--- config.mk ---
export PLATFORM = sky130hd
export DESIGN_NAME = truth_table_sweeper
export DESIGN_NICKNAME = d
export VERILOG_FILES = /design/src/rtl/truth_table_pkg.sv /design/src/rtl/truth_table_sweeper_settle_timer.sv /design/src/rtl/truth_table_sweeper.sv
export SDC_FILE = /design/constraint.sdc
export NUM_CORES = 1
export LEC_CHECK = 0
export ABC_AREA = 1
export BUFFER_PORTS_ARGS = -buffer_cell sky130_fd_sc_hd__buf_2
export CAP_MARGIN = 20
export CORE_MARGIN = 10
export CORE_UTILIZATION = 45
export CTS_BUF_LIST = sky130_fd_sc_hd__clkbuf_4 sky130_fd_sc_hd__clkbuf_8 sky130_fd_sc_hd__clkbuf_16
export CTS_CLUSTER_SIZE = 24
export DETAILED_ROUTE_END_ITERATION = 8
export PLACE_DENSITY = 0.68
export SYNTH_ARGS = -nofsm -noshare
export SYNTH_HDL_FRONTEND = slang
export SYNTH_SLANG_ARGS = --single-unit
--- constraint.sdc ---
create_clock -name clk -period 1.35 [get_ports clk]
set_input_delay 0 -clock clk [delete_from_list [all_inputs] [get_ports clk]]
set_output_delay 0 -clock clk [all_outputs]
set_load 0.005 [all_outputs]
--- src/rtl/truth_table_pkg.sv ---
// Shared types and sizes for the 3-input truth-table sweeper.
package truth_table_pkg;

    localparam int NUM_INPUTS = 3;
    localparam int NUM_ROWS   = 8;

    typedef enum logic [1:0] {
        IDLE,
        SETTLE,
        FINISH
    } sweep_state_e;

    typedef logic [NUM_ROWS-1:0]   code_t;
    typedef logic [NUM_INPUTS-1:0] row_t;

endpackage

--- src/rtl/truth_table_sweeper_settle_timer.sv ---
// Loadable settle down-counter; zero marks the last cycle of a row window.
module settle_timer #(
    parameter int SETTLE_CYCLES = 4
) (
    input  logic clk,
    input  logic rst,
    input  logic load,
    output logic zero
);

    localparam int W = $clog2(SETTLE_CYCLES + 1);
    localparam logic [W-1:0] RELOAD = W'(SETTLE_CYCLES - 1);

    logic [W-1:0] count_q;

    always_ff @(posedge clk) begin
        if (rst) begin
            count_q <= '0;
        end else if (load) begin
            count_q <= RELOAD;
        end else if (count_q != '0) begin
            count_q <= count_q - W'(1);
        end
    end

    assign zero = (count_q == '0);

endmodule

--- src/rtl/truth_table_sweeper.sv ---
// Sweeps all 8 rows of a 3-input gate and captures its truth-table code.
// Optional double-pass stability check: define SWEEPER_VERIFY_EN.
module truth_table_sweeper
    import truth_table_pkg::*;
#(
    parameter int SETTLE_CYCLES = 4
) (
    input  logic                  clk,
    input  logic                  rst,
    input  logic                  start,
    output logic [NUM_INPUTS-1:0] stim,
    input  logic                  resp,
    output logic                  busy,
    output logic                  done,
    output logic [NUM_ROWS-1:0]   table_out
`ifdef SWEEPER_VERIFY_EN
    ,
    output logic                  unstable
`endif
);

`ifdef SWEEPER_VERIFY_EN
    localparam int SHADOW_W = 2 * NUM_ROWS - 1;
`else
    localparam int SHADOW_W = NUM_ROWS - 1;
`endif

    sweep_state_e state_q, state_d;

    row_t                row_q;
    logic [SHADOW_W-1:0] shadow_q;
    logic [SHADOW_W:0]   shadow_next;
    logic                launch;
    logic                timer_load;
    logic                timer_zero;
    logic                sample;
    logic                last_row;

`ifdef SWEEPER_VERIFY_EN
    logic pass_q;
    assign last_row = (&row_q) && pass_q;
`else
    assign last_row = &row_q;
`endif

    // The newest sample enters at bit 0, so row 0 ends up in the MSB.
    assign shadow_next = {shadow_q, resp};

    settle_timer #(
        .SETTLE_CYCLES(SETTLE_CYCLES)
    ) u_timer (
        .clk (clk),
        .rst (rst),
        .load(timer_load),
        .zero(timer_zero)
    );

    always_ff @(posedge clk) begin
        if (rst) begin
            state_q <= IDLE;
        end else begin
            state_q <= state_d;
        end
    end

    always_comb begin
        state_d    = state_q;
        launch     = 1'b0;
        timer_load = 1'b0;
        sample     = 1'b0;
        unique case (state_q)
            IDLE: begin
                if (start) begin
                    state_d    = SETTLE;
                    launch     = 1'b1;
                    timer_load = 1'b1;
                end
            end
            SETTLE: begin
                if (timer_zero) begin
                    sample = 1'b1;
                    if (last_row) begin
                        state_d = FINISH;
                    end else begin
                        timer_load = 1'b1;
                    end
                end
            end
            FINISH: state_d = IDLE;
            default: state_d = IDLE;
        endcase
    end

    always_ff @(posedge clk) begin
        if (rst) begin
            row_q     <= '0;
            shadow_q  <= '0;
            table_out <= '0;
`ifdef SWEEPER_VERIFY_EN
            pass_q    <= 1'b0;
            unstable  <= 1'b0;
`endif
        end else begin
            if (launch) begin
                row_q <= '0;
`ifdef SWEEPER_VERIFY_EN
                pass_q <= 1'b0;
`endif
            end else if (sample && !last_row) begin
                row_q <= row_q + NUM_INPUTS'(1);
`ifdef SWEEPER_VERIFY_EN
                if (&row_q) begin
                    pass_q <= 1'b1;
                end
`endif
            end
            if (sample) begin
                shadow_q <= shadow_next[SHADOW_W-1:0];
            end
            // Result lands on FINISH entry so it is valid alongside done.
            if (sample && last_row) begin
`ifdef SWEEPER_VERIFY_EN
                table_out <= shadow_next[2*NUM_ROWS-1:NUM_ROWS];
                unstable  <= shadow_next[2*NUM_ROWS-1:NUM_ROWS]
                             != shadow_next[NUM_ROWS-1:0];
`else
                table_out <= shadow_next;
`endif
            end
        end
    end

    assign busy = (state_q == SETTLE);
    assign done = (state_q == FINISH);
    assign stim = busy ? row_q : '0;

endmodule

# Word level (Yosys, flattened, before mapping)
# Index checks and enable logic that the tools add are counted.
# totals
in_bits	4
word_cells	38
output_inout_bits	13
reg_bits	23
# classes
n_mux	14
n_reduce_logical	11
addsub	2
eq_ne	5
# ops
operator	count
2-to-1 mux 2 bit	5
2-to-1 mux 1 bit	6
AND reduction 3 bit	2
inequality test 2 x 1 -> 1 bit (second input constant)	2
case mux 2 bit (2 select lines)	1
OR reduction 2 bit	2
adder 3 x 1 -> 3 bit (second input constant)	1
zero test 3 bit	1
2-to-1 mux 3 bit	1
nonzero test 3 bit	1
subtractor 3 x 1 -> 3 bit (second input constant)	1
== test 2 x 1 -> 1 bit (second input constant)	1
== test 2 bit (second input constant)	1
logical AND 1 bit	2
zero test 2 bit	1
inequality test 2 bit (second input constant)	1
case mux 1 bit (2 select lines)	1
nonzero test 2 bit	1
zero test 1 bit	1

# Longest topological paths before layout
# Gate-level depths: netlist of the first run.
# depth
word_depth	5
ltp_mapped	8
mapped_depth_nobuf	8

# By module
# From an unflattened synthesis of the first run, not the netlist that was laid out.
# unflattened
hier_cells	166
area_unflattened_um2	1088.5
# modules_own_cells
mod	area_each_um2	cells_each	instances	seq_area_each_um2
truth_table_sweeper	910.9	140	1	400.4
settle_timer	177.7	26	1	60.1

# Least setup slack after synthesis of the first run
# Ideal clock, no wire load.
# synth_path
kind	reg2reg
startpoint	register row_q[0]
endpoint	register table_out[1]
period_less_slack_ps	1253
setup_ps	116
required_ps	1234
arrival_time_ps	1137
n_path_buf	0
path_stages_with_launch	8
setup_slack_ps	97
cell_sequence	dfxtp_1 > ha_1 > ha_1 > nand3_1 > nor2_4 > inv_4 > nor2_1 > nor2_1
# synth_between
elab_chain_cells	2
# synth_lines
item	line	text
start, declared	truth_table_sweeper.sv:30	row_t row_q;
start signal, assigned	truth_table_sweeper.sv:110	row_q <= row_q + NUM_INPUTS'(1);
AND reduction 3 bit	truth_table_sweeper.sv:43	assign last_row = &row_q;
logical AND 1 bit	truth_table_sweeper.sv:121	if (sample && last_row) begin
end signal, assigned	truth_table_sweeper.sv:127	table_out <= shadow_next;
end, declared	truth_table_sweeper.sv:15	output logic [NUM_ROWS-1:0] table_out
# No other way between the ends.
# A chain may end at the register's enable or synchronous reset.

# Worst setup path in the final report of the first run
# layout_path
startpoint	register row_q[1]
endpoint	register row_q[0]
# layout_between
elab_chain_cells	3
# layout_lines
item	line	text
AND reduction 3 bit	truth_table_sweeper.sv:43	
zero test 1 bit	truth_table_sweeper.sv:109	end else if (sample && !last_row) begin
logical AND 1 bit	truth_table_sweeper.sv:109	
# No other way between the ends.

==> results.toml, run 1 <==
[critical_path]
worstPathRequired_ns = 1.59
end_kind = "register"
reg2reg_to = "row_q[0]"
crit_arrival_ns = 1.52
startpoint = "row_q[1]"
reg2regPathDepth = 6
crit_fanout = 3
regToRegSetupSlack_ns = 0.07
crit_path_start_kind = "register"
crit_type = "register to register"
r2r_start = "row_q[1]"

[floorplan]
num_rows = 17
io_pins = 17
start_util = 0.4672
die_h_um = 67.69
core_area_um2 = 2191
die_area_um2 = 4582
die_width_um = 67.69

[final_layout]
layout.nets = 170
layout_commonest_cell = "nor2_1"
num_antenna_cells = 0
final_cell_mix = "nor2_1 (26), nand2_1 (24), dfxtp_1 (21)"
area_delta_synth_final_pct = 27.26
fin_cells = 189
drive_gt1_frac = 0.3106

[clock_network]
htreeDepth = 1
cts_buffers = 3
cts_root_buf = "clkbuf_4"
cts_tree = "yes"
clk_pin_slew_worst_paths_ns = 0.12
cts.sinks = 23
worstSkewPairLatency_ns = 0.31
cts_buffer_depth = 2

[sta]
tightestPinTransition_ns = 0.3576
setup-violations-final = 0
rsz0062_at_grt = "false"
final_hold_viol_count = 0
fin_ws_ns = 0.07194
fmax_ghz = 0.7824
finalCritPeriodShare = 0.9467
max-slew-margin-rel = 0.7613
fin_crit_ns = 1.278
skew_ns = 0.004600
finalMaxSlewViolations = 0

[placed_design]
placed_cells = 180
globalplace.congestion = 0.7890
hpwl_um = 1636
dp_worst_setup_slack_ns = -0.06390
port_buffers = 16

[detailed_routing]
wire_per_inst_um = 12.77
ant_nets = 0
drtIter0Drc = 48
dr.pass1.iters = 4
routed_wl_um = 2413
vias = 929
via_per_inst = 4.915
post-route-drc-count = 0

[grt]
grt_max_degree = 14
gr-total-overflow = 0
grt_usage = 0.1068
grt_pass1_vias = 897
antenna_found_initial = 0
grt_pass1_wl_um = 3739

[pwr]
ir_worst_vdd_mv = 0.6732
power_density_nw_per_um2 = 1034
p_leak_nw = 0.5947

[job]
drv_cap = 0

[synth]
synth_nets = 142
synthMuxAreaShare = 0
ys_seq_elements = 23
syn-cell-area_um2 = 1023
synth_warnings = 0
synth_simple_gate_area_frac = 0.3386
synth_top_area_share = 0.4499
synth_top_family_by_area = "simple AND/OR/NAND/NOR gates"
syn_inst = 134
syn_area_per_cell_um2 = 7.638
yosysSeqAreaShare = 0.4499
synth_xor_area_frac = 0.008557
yosysUniqueCellTypes = 23
synth-adder-area-share = 0.04890
synth_area_leader_cell = "dfxtp_1"
synthTopCellsByArea = "dfxtp_1 (45%), nor2_1 (11%), nand2_1 (9.2%)"
synth_compound_area_frac = 0.08313

[run_status]
outcome = "finished clean"

[hold_path]
holdPathEnd = "state_q[0]"
hold_path_depth = 3
min_from = "start"
hold_path.class = "primary input to register"
## cell families (layout without fill, tap and decap cells)
| kind of cell | after synthesis | in the layout |
|---|---|---|
| fa+ha+maj | 4 | 4 |
| flops | 23 | 23 |
| simple gates | 71 | 72 |
| xor+xnor | 1 | 1 |
| buf+inv | 18 | 44 |
| compound gates | 17 | 17 |
## per-stage QoR
stage          setup TNS [ns]  cell area, um2    util  hold slack (ns)  power [mW]
6_report                    0            1303  0.5945          0.02978       1.347
5_1_grt                     0            1303  0.5945          0.02066       1.425
4_1_cts             -0.002656            1252  0.5717          0.02981       1.322
3_5_place_dp          -0.4302            1159  0.5288           0.2628      0.9762
3_3_place_gp        -0.002952            1159  0.5288           0.2523      0.9664
2_1_floorplan               0            1023       -           0.1349      0.9082
## cells in the mapped netlist
cell type	instances
nor2_1	29
nand2_1	25
dfxtp_1	23
inv_1	11
a21oi_1	8
o21ai_0	8
nand3_1	7
ha_1	4
inv_2	3
nand3b_1	2
nor2_4	2
buf_2	1
clkbuf_2	1
clkinv_1	1
inv_4	1
nand2_2	1
nand2_4	1
nand3_2	1
nand3_4	1
nor2_2	1
nor2_8	1
o21ai_1	1
xor2_1	1
## state kept, by name, indices dropped and copies added (netlist names)
| signal | count |
|---|---|
| row_q | 3 |
| shadow_q | 7 |
| state_q | 2 |
| table_out | 8 |
| u_timer.count_q | 3 |
## area by class of cell
type	count	area, um2
multi-input combinational	94	566.8
fill	209	888.4
inverter	16	62.56
timing repair buffer	24	145.1
clock buffer	4	30.03
sequential	23	462.9
tap	28	35.03
## timing repair
item / CTS / global route
resized for setup: 6 / 11
endpoints found under the setup margin: 12 / 20
setup buffers: 1 / 1
pin swaps: 2 / 1
hold buffers: 2 / 0
endpoints found under the hold margin: 10 / 0
gates cloned: 1 / 0
## worst max-delay path, stage by stage (launching register included)
cell and delay [ns]:
dfxtp_2 0.36, ha_4 0.16, ha_4 0.17, buf_4 0.14, nor2_4 0.13, nand3_1 0.08, a21oi_1 0.17
## report_power, final
part / internal [mW] / switching (mW)
clock network: 0.136 / 0.197
registers: 0.703 / 0.0208
logic: 0.115 / 0.175
total: 0.954 / 0.392
## how the worst max path moves through the flow
stage                    to  slack [ns]  cells past startpoint
4_1_cts            row_q[0]      -0.003                      6
3_3_place_gp   table_out[3]      -0.003                      7
6_report           row_q[0]        0.07                      6
2_1_floorplan  table_out[1]         0.1                      7
5_1_grt        table_out[1]       0.007                      7
3_5_place_dp   table_out[2]       -0.06                      7
## routing by layer
| metal | global-route usage | vias up | share of wire |
|---|---|---|---|
| met3 | 0.02975 | 5 | 0.032 |
| met5 | 0 | - | 0 |
| met4 | 0.06154 | 0 | 0.019 |
| li1 | - | 478 | - |
| met2 | 0.1972 | 9 | 0.55 |
| met1 | 0.1038 | 437 | 0.40 |
(Power assumes the default switching activity.)
==> run 2: changes to the inputs <==
--- a/config.mk
+++ b/config.mk
@@ -14,6 +14,7 @@
 export CTS_CLUSTER_SIZE = 24
 export DETAILED_ROUTE_END_ITERATION = 8
 export PLACE_DENSITY = 0.68
+export SETUP_SLACK_MARGIN = 0.3
 export SYNTH_ARGS = -nofsm -noshare
 export SYNTH_HDL_FRONTEND = slang
 export SYNTH_SLANG_ARGS = --single-unit
==> results.toml, run 2 (synthesized netlist as in run 1, its figures left out) <==
[sta]
tightestPinTransition_ns = 0.3671
fin_crit_ns = 1.264
fin_ws_ns = 0.08606
setup-violations-final = 0
finalCritPeriodShare = 0.9363
rsz0062_at_grt = "true"
max-slew-margin-rel = 0.7550
fmax_ghz = 0.7912
final_hold_viol_count = 0
skew_ns = 0.005158
finalMaxSlewViolations = 0

[final_layout]
drive_gt1_frac = 0.4061
final_area_um2 = 1394
num_antenna_cells = 0
reg_top3 = "table_out x8, shadow_q x7"
utilization = 0.6362
layout.nets = 174
final_cell_mix = "nor2_1 (26), nand2_1 (22), dfxtp_1 (18)"
area_delta_synth_final_pct = 36.19
layout_commonest_cell = "nor2_1"
largest_reg_flops = 8
regMostFlops = "table_out"

[floorplan]
num_rows = 17
core_area_um2 = 2191
die_width_um = 67.69
io_pins = 17
start_util = 0.4672
die_h_um = 67.69
die_area_um2 = 4582

[critical_path]
regToRegSetupSlack_ns = 0.09
crit_type = "register to register"
end_kind = "register"
worstPathRequired_ns = 1.58
crit_arrival_ns = 1.49
crit_path_start_kind = "register"
r2r_start = "row_q[1]"
reg2regPathDepth = 7
startpoint = "row_q[1]"
crit_fanout = 9

[grt]
grt_use_met3 = 0.03140
grt_pass1_wl_um = 4271
grt_busiest_layer = "met2"
grt_usage = 0.1219
gr-usage-met1 = 0.1274
met2_usage = 0.2207
grt_pass1_vias = 977
gr-total-overflow = 0
antenna_found_initial = 0
grt_max_degree = 14

[job]
drv_cap = 0

[clock_network]
cts_tree = "yes"
cts.sinks = 23
clk_pin_slew_worst_paths_ns = 0.13
htreeDepth = 1
cts_buffer_depth = 2
cts_root_buf = "clkbuf_4"
worstSkewPairLatency_ns = 0.32
cts_buffers = 3

[pwr]
p_leak_nw = 0.6424
ir_worst_vdd_mv = 0.6793
total_power_mw = 1.407
power_density_nw_per_um2 = 1009

[detailed_routing]
wire_per_inst_um = 12.96
vias = 942
via_per_inst = 4.881
drtIter0Drc = 26
routed_wl_um = 2501
ant_nets = 0
post-route-drc-count = 0
dr.pass1.iters = 4

[placed_design]
hpwl_um = 1599
port_buffers = 16
placed_cell_area_um2 = 1181
dp_worst_setup_slack_ns = 0.01769
globalplace.congestion = 0.7097

[hold_path]
min_from = "start"
hold_path_depth = 3
hold_path.class = "primary input to register"

[run_status]
outcome = "finished clean"
-- run 2: cell types whose count changed in the layout (fill, tap and decap cells not counted), sizes merged --
cell,previous run,this run
buf,22,26
-- run 2: worst paths after layout --
path,end
worst max-delay path,table_out[7]
worst min-delay path,state_q[0]
worst max register to register,table_out[7]
worst min register to register,shadow_q[3]
-- run 2: area by class of cell --
type	instances	area, um2
fillers	204	797.0
well taps	28	35.03
multi-input cells	94	590.6
repair buffers	28	192.7
flip-flops and latches	23	474.2
clock buffers	4	30.03
inverters	16	71.32
-- run 2: per-layer routing --
metal / wire length, um / vias to the layer above
met3: 105 / 5
met1: 960 / 433
met5: 0 / -
met4: 44 / 0
li1: - / 485
met2: 1391 / 19
-- run 2: critical path, stage by stage, from the launching register on --
cell	delay (ns)
dfxtp_4	0.38
ha_4	0.13
ha_4	0.15
nand3_4	0.09
nor2_4	0.18
inv_4	0.08
nor2_1	0.10
nor2_1	0.05
-- run 2: what timing repair did --
| action | CTS | global route |
|---|---|---|
| resized for setup | 21 | 10 |
| endpoints found under the setup margin | 27 | 28 |
| hold buffers | 2 | 0 |
| cloned | 1 | 0 |
| pin swaps | 6 | 4 |
| endpoints found under the hold margin | 10 | 0 |
| setup buffers | 8 | 2 |
-- run 2: stage by stage --
step | hold WS (ns) | cells | setup TNS, ns
2_1_floorplan | 0.1349 | 134 | 0
3_3_place_gp | 0.2456 | 176 | 0
3_5_place_dp | 0.2577 | 176 | 0
4_1_cts | 0.02030 | 191 | 0
5_1_grt | 0.02536 | 193 | -0.01955
6_report | 0.02554 | 193 | 0
-- run 2: power by group --
part	internal (mW)	switching (mW)	total, mW
Sequential	0.701	0.0224	0.723
Combinational	0.140	0.189	0.329
Clock	0.136	0.218	0.354
Total	0.977	0.430	1.41
